**src/rtl/seq_pattern_driver.sv**
```systemverilog
// seq_pattern_driver: applies stimulus vectors to a pattern netlist and checks its
// single output after a fixed latency. Tracks vector count, saturating mismatch
// count and the index of the first failing vector; flags done/pass after the last.
module seq_pattern_driver #(
    parameter int NUM_IN  = 3,
    parameter int LATENCY = 1,
    parameter int CNT_W   = 16
) (
    input  logic              blif_clk_net,
    input  logic              blif_reset_net,
    input  logic              vec_valid,
    output logic              vec_ready,
    input  logic [NUM_IN-1:0] vec_data,
    input  logic              vec_expect,
    input  logic              vec_last,
    output logic [NUM_IN-1:0] dut_in,
    input  logic              dut_out,
    input  logic              restart,
    output logic              done,
    output logic              pass,
    output logic [CNT_W-1:0]  vec_cnt,
    output logic [CNT_W-1:0]  mismatch_cnt,
    output logic [CNT_W-1:0]  first_fail
);

    // Wait counter must hold LATENCY; keep at least one bit for LATENCY 0/1.
    localparam int WCNT_W = (LATENCY < 2) ? 1 : $clog2(LATENCY + 1);

    typedef enum logic [1:0] {
        IDLE = 2'd0,
        WAIT = 2'd1,
        DONE = 2'd2
    } state_t;

    state_t            state, state_nxt;
    logic [WCNT_W-1:0] wcnt;
    logic              expect_q;
    logic              last_q;
    logic              accept;
    logic              sample;
    logic              mism;

    // State register; reset aborts any sequence in flight.
    always_ff @(posedge blif_clk_net) begin
        if (blif_reset_net) state <= IDLE;
        else                state <= state_nxt;
    end

    // Next-state decode; restart overrides acceptance and sampling.
    always_comb begin
        state_nxt = state;
        accept    = 1'b0;
        sample    = 1'b0;
        mism      = (dut_out != expect_q);
        // Ready is forced low while reset is held so the source cannot hand off
        // a vector that the reset would immediately discard.
        vec_ready = (state == IDLE) && !blif_reset_net;
        if (restart) begin
            state_nxt = IDLE;
        end else begin
            case (state)
                IDLE: if (vec_valid) begin
                    accept    = 1'b1;
                    state_nxt = WAIT;
                end
                WAIT: if (wcnt == '0) begin
                    sample    = 1'b1;
                    state_nxt = last_q ? DONE : IDLE;
                end
                DONE:    state_nxt = DONE;
                default: state_nxt = IDLE;
            endcase
        end
    end

    // Datapath: launch vector, count down latency, score the sampled output.
    always_ff @(posedge blif_clk_net) begin
        if (blif_reset_net) begin
            dut_in       <= '0;
            expect_q     <= 1'b0;
            last_q       <= 1'b0;
            wcnt         <= '0;
            done         <= 1'b0;
            pass         <= 1'b0;
            vec_cnt      <= '0;
            mismatch_cnt <= '0;
            first_fail   <= '0;
        end else if (restart) begin
            // dut_in deliberately kept: the netlist keeps seeing the last drive.
            done         <= 1'b0;
            pass         <= 1'b0;
            vec_cnt      <= '0;
            mismatch_cnt <= '0;
            first_fail   <= '0;
        end else begin
            if (accept) begin
                dut_in   <= vec_data;
                expect_q <= vec_expect;
                last_q   <= vec_last;
                wcnt     <= WCNT_W'(LATENCY);
            end else if (state == WAIT && wcnt != '0) begin
                wcnt <= wcnt - WCNT_W'(1);
            end
            if (sample) begin
                vec_cnt <= vec_cnt + CNT_W'(1);
                if (mism) begin
                    if (!(&mismatch_cnt)) mismatch_cnt <= mismatch_cnt + CNT_W'(1);
                    if (mismatch_cnt == '0) first_fail <= vec_cnt;
                end
                if (last_q) begin
                    done <= 1'b1;
                    pass <= !mism && (mismatch_cnt == '0);
                end
            end
        end
    end

endmodule
```
**config.mk**
```make
export PLATFORM = sky130hd
export DESIGN_NAME = seq_pattern_driver
export DESIGN_NICKNAME = d
export VERILOG_FILES = /design/src/rtl/seq_pattern_driver.sv
export SDC_FILE = /design/constraint.sdc
export NUM_CORES = 1
export LEC_CHECK = 0
export CORE_UTILIZATION = 44
export DETAILED_ROUTE_END_ITERATION = 12
export GPL_TIMING_DRIVEN = 0
export PLACE_DENSITY = 0.75
export SETUP_SLACK_MARGIN = 0.05
export SYNTH_ARGS = -nofsm -noshare
export SYNTH_HDL_FRONTEND = slang
export SYNTH_SLANG_ARGS = --single-unit
```
**constraint.sdc**
```tcl
create_clock -name blif_clk_net -period 3.03 [get_ports blif_clk_net]
set_clock_uncertainty 0.15 [all_clocks]
set_input_delay 0.7575 -clock blif_clk_net [delete_from_list [all_inputs] [get_ports blif_clk_net]]
set_output_delay 0.7575 -clock blif_clk_net [all_outputs]
set_load 0.01 [all_outputs]
```
**After elaboration in Yosys (flattened, before gate mapping)**

Index checks and enable logic that the tools add are counted.

- Add/sub/neg operators: 3
- Equality and inequality tests: 5
- Multiplexer cells: 12
- Bitwise gates (word level): 2
- Reduce and logical (&&, ||, !) cells: 16

Operator list:

| kind | number |
|---|---|
| $add 16x1->16 const B | 2 |
| $logic_not 16->1 | 1 |
| $reduce_and 16->1 | 1 |
| $mux 1 | 8 |
| $reduce_and 2->1 | 4 |
| $mux 2 | 3 |
| $pmux 2 s3 | 1 |
| $reduce_and 3->1 | 2 |
| $ne 2x2->1 const B | 2 |
| $logic_and 1x1->1 | 3 |
| $eq 2x1->1 const B | 1 |
| $eq 2x2->1 const B | 1 |
| $logic_not 1->1 | 2 |
| $logic_not 2->1 | 1 |
| $not 1->1 | 2 |
| $reduce_bool 2->1 | 1 |
| $reduce_or 2->1 | 1 |
| $ne 1x1->1 | 1 |
| $sub 1x1->1 const B | 1 |

- Register bits after elaboration: 58
- Bits of input ports: 10
- Word-level logic and storage cells: 48

**Longest topological paths before layout**

- Word-level depth: 5
- Mapped depth: 8
- Depth with buffers taken out: 6

**Worst setup path after synthesis**

Ideal clock, no wire load.

- Path type: input-to-reg
- From: input restart
- To: register mismatch_cnt[14]
- Library setup time: 0.070 ns
- Arrival: 2.756 ns
- Data required time: 2.810 ns
- Slack: 0.054 ns
- Cell stages on the path: 7
- Buffers on the path: 3
- Cells stage by stage: buf_2 -> or4b_4 -> buf_6 -> or4_4 -> buf_6 -> or4_1 -> a21oi_1

- Cells in the longest elaborated chain, start to end: 2
- Elaborated cells between the ends (all ways): 3
- Those cells by class: mux: 1; reduce/logical: 2

Ends and longest elaborated chain:

| item | line | source |
|---|---|---|
| start: declaration | 18 | `input logic restart,` |
| $mux 1 | 58 | `if (restart) begin` |
| $reduce_and 3->1 (no line) | -- |  |
| end signal: assignment | 107 | `if (!(&mismatch_cnt)) mismatch_cnt <= mismatch_cnt + CNT_W'(1);` |
| end: declaration | 22 | `output logic [CNT_W-1:0] mismatch_cnt,` |

Several ways; a longest one is shown, not always the timed one.
A chain may end at the register's enable or synchronous reset.

**Final worst setup path**

- From: input blif_reset_net
- To: output vec_ready

- Cells in the longest elaborated chain, start to end: 2

Ends and longest elaborated chain:

| item | line | source |
|---|---|---|
| start: declaration | 10 | `input logic blif_reset_net,` |
| $logic_not 1->1 | 57 | `vec_ready = (state == IDLE) && !blif_reset_net;` |
| $logic_and 1x1->1 | 57 |  |
| end: declaration | 12 | `output logic vec_ready,` |

No other way between the ends.

==> flow_metrics.py <==
metrics = {
    "worst_setup_path": {
        "crit_chain": "clkdlybuf4s50_1 > clkbuf_4 > nor3_1 > dlygate4sd2_1",
        "slowest_stage": "clkdlybuf4s50_1",
        "cp.required_ps": 2120,
        "critical_path_class": "in -> out",
        "critical_path.max_stage_delay_ps": 470,
        "start_kind": "input pin",
        "cp_max_fo": 10,
        "worstPathArrival_ps": 1860,
        "cp_top_family": "buffers and inverters",
        "critPathBufInv": 3,
        "end_kind": "output port",
    },
    "floorplan": {
        "num_rows": 27,
        "die-area_um2": 6290,
        "ios": 64,
        "die_height_um": 79.3,
        "coreArea_um2": 5640,
        "die_w_um": 79.3,
        "initial_core_util_pct": 46.6,
    },
    "synthesis": {
        "ys_types": 37,
        "muxShareOfSynthArea_pct": 2.67,
        "synth_top_family_by_area": "simple AND/OR/NAND/NOR gates",
        "yosysTopAreaCellShare_pct": 44.2,
        "syn_nets": 322,
        "synthCells": 309,
        "ys_ff_latch": 58,
        "synth_edf_count": 0,
        "seq_area_frac_synth_pct": 44.2,
        "synth_ff_type": "dfxtp_1",
        "synthArstFlopShare_pct": 0,
        "syn-mean-instance-area_um2": 8.51,
        "synth-compound-area-share_pct": 18.2,
        "ys_top_cells_by_count": "58 x dfxtp_1, 37 x a21oi_1, 28 x nand3_1",
        "synth_top_cell_by_area": "dfxtp_1",
        "synthAdderAreaFrac_pct": 1.43,
        "yosysWarnings": 0,
        "synth_area_leaders": "dfxtp_1 44%, a21oi_1 7.0%, nand3_1 5.3%",
        "synth_xor_area_share_pct": 3.33,
        "yosys.area_share.simple_pct": 25.8,
        "synth_most_common_cell": "dfxtp_1",
        "synth_area_um2": 2630,
    },
    "clocking": {
        "clk_latency_ps": 330,
        "cts_tree": "built",
        "cts_num_sinks": 58,
        "h-tree-depth": 3,
        "cts_setup_buffers": 0,
        "clock_path_buffers": 2,
        "cts_buffers": 9,
        "path_clk_slew_ps": 60,
        "cts_root_buf": "clkbuf_8",
    },
    "timing": {
        "fin_crit_ps": 2770,
        "rsz0062_at_grt": "no",
        "worstMarginPinSlew_ps": 967,
        "max_freq_mhz": 361,
        "slew_headroom_pct": 35.0,
        "finalHoldViolations": 0,
        "finalSetupViolations": 0,
        "maxSlewViolCount": 0,
        "post-route-period-util_pct": 91.5,
    },
    "power": {
        "netSwitchingFraction_pct": 22.6,
        "totalPowerFinal_mw": 1.50,
        "p_seq_share_pct": 51.6,
        "powerDensity_nw_per_um2": 425,
        "comb_power_share_pct": 4.5,
        "ir_worst_vdd_mv": 0.297,
        "p_switching_mw": 0.339,
        "intPower_mw": 1.16,
        "clkPwrFrac_pct": 43.9,
        "p_leak_nw": 1.10,
    },
    "layout": {
        "drive_gt1_share_pct": 6.72,
        "area_growth_pct": 34.1,
        "fin_area_um2": 3520,
        "nFillCells": 512,
        "nets": 395,
        "instances_no_fill": 459,
        "antenna_cells": 0,
    },
    "global_routing": {
        "grt_max_degree": 11,
        "grtUsageTotal_pct": 23.0,
        "grt_pass1_wl_um": 11100,
        "grt-busiest-layer": "met2",
        "grt_pass1_vias": 2291,
        "grtUsageMet3_pct": 5.86,
        "antenna_found_initial": 0,
        "use_met1_pct": 30.6,
        "met2_usage_pct": 36.0,
        "overflow": 0,
    },
    "place": {
        "io_buffer_count": 62,
        "dpl_cell_area_um2": 3340,
        "hpwl_um": 4710,
        "dp_cells": 443,
        "gp_congestion": 0.802,
    },
    "route": {
        "drtIter0Drc": 201,
        "ant_nets": 0,
        "routed_wirelength_um": 6760,
        "vias": 2610,
        "drc": 0,
        "drtPass1Iterations": 4,
        "routed_wire_length_per_instance_um": 14.7,
        "vias_per_cell": 5.69,
    },
    "worst_hold_path": {
        "hold_class": "reg -> reg",
    },
    "outcome": {
        "status": "completed",
    },
    "flow_run": {
        "maxCapViolCount": 0,
    },
}
==> per-layer routing <==
metal,wire [µm],up-vias
met5,0,-
met4,57,0
met3,376,4
met2,3100,77
met1,3230,1233
li1,-,1296
==> area by class of cell <==
cell class | count | area [µm²] | area share, %
Multi-Input combinational cell | 227 | 1350 | 38.4
Sequential cell | 58 | 1160 | 32.9
Timing Repair Buffer | 62 | 619 | 17.6
Clock buffer | 14 | 173 | 4.90
Buffer | 18 | 95.1 | 2.70
Tap cell | 72 | 90.1 | 2.56
Inverter | 6 | 22.5 | 0.639
Clock inverter | 2 | 10.0 | 0.284
==> worst min-delay path, cell delays in order (launching register included) <==
cell,delay [ps]
dfxtp_1,300
o21ai_0,60
a21oi_1,60
==> kinds of logic after synthesis <==
group                      count (synthesis)
AOI/OAI and AO/OA                         82
xor gates and xnor gates                  10
adders and majority gates                  3
buffers and inverters                     24
DFF                                       58
muxes                                      7
and+or+nand+nor                          125
==> metrics by stage <==
stage	setup TNS [ps]	hold slack [ps]	setup WS [ps]	utilization, %
after CTS	0	326	254	62.5
after floorplan	0	326	53.7	-
after global routing	0	357	113	62.5
after detailed placement	-192	312	-117	59.2
after global placement	-182	310	-120	59.2
final	0	324	259	62.5
==> state kept, by name, summed over array words and instances, names as in the netlist <==
signal,flops
mismatch_cnt,16
state,2
dut_in,3
last_q,1
first_fail,16
expect_q,1
vec_cnt,16
pass,1
done,1
wcnt,1
==> layout by cell type (no fill, tap or decap), drive strengths merged <==
master         count
o21ai             22
ha                 3
a21oi             37
xor2               6
nor4               5
clkbuf            26
or4               10
nor4b              2
dfxtp             58
and2               2
nor3b              1
o41ai              3
nand3             28
a31o               2
nand4              7
mux2i              7
or2                3
or4b               1
a211oi             3
a41o               1
o311ai             3
and4               4
a31oi              1
o31ai             10
nor3               7
clkinv             2
nand2b             2
buf                6
and3               3
nand3b             1
xnor2              4
nand2             19
clkdlybuf4s50     61
nor2              21
dlygate4sd2        1
or3                9
inv                6
==> power by group through the flow <==
| stage | registers, mW | clock network [mW] | logic, mW |
|---|---|---|---|
| finish | 0.773 | 0.657 | 0.0673 |
| global route | 0.773 | 0.700 | 0.0738 |
| CTS | 0.773 | 0.662 | 0.0675 |
| detailed placement | 0.790 | 0 | 0.0669 |
| global placement | 0.789 | 0 | 0.0662 |
| floorplan | 0.790 | 0 | 0.0365 |
==> final timing paths <==
check / start / to / slack, ps / depth (start not counted)
worst max register to register: state[1] / mismatch_cnt[14] / 390 / 7
worst min register to register: first_fail[11] / first_fail[11] / 320 / 2
worst max-delay path: blif_reset_net / vec_ready / 260 / 4
worst min-delay path: first_fail[11] / first_fail[11] / 320 / 2
==> timing repair <==
| action | in CTS | in global routing |
|---|---|---|
| setup endpoints to repair | 1 | 0 |
| hold endpoints to repair | 0 | 0 |
| gates resized for setup | 3 | 0 |
| hold buffers | 0 | 0 |
Power figures use the tool's default switching activity.
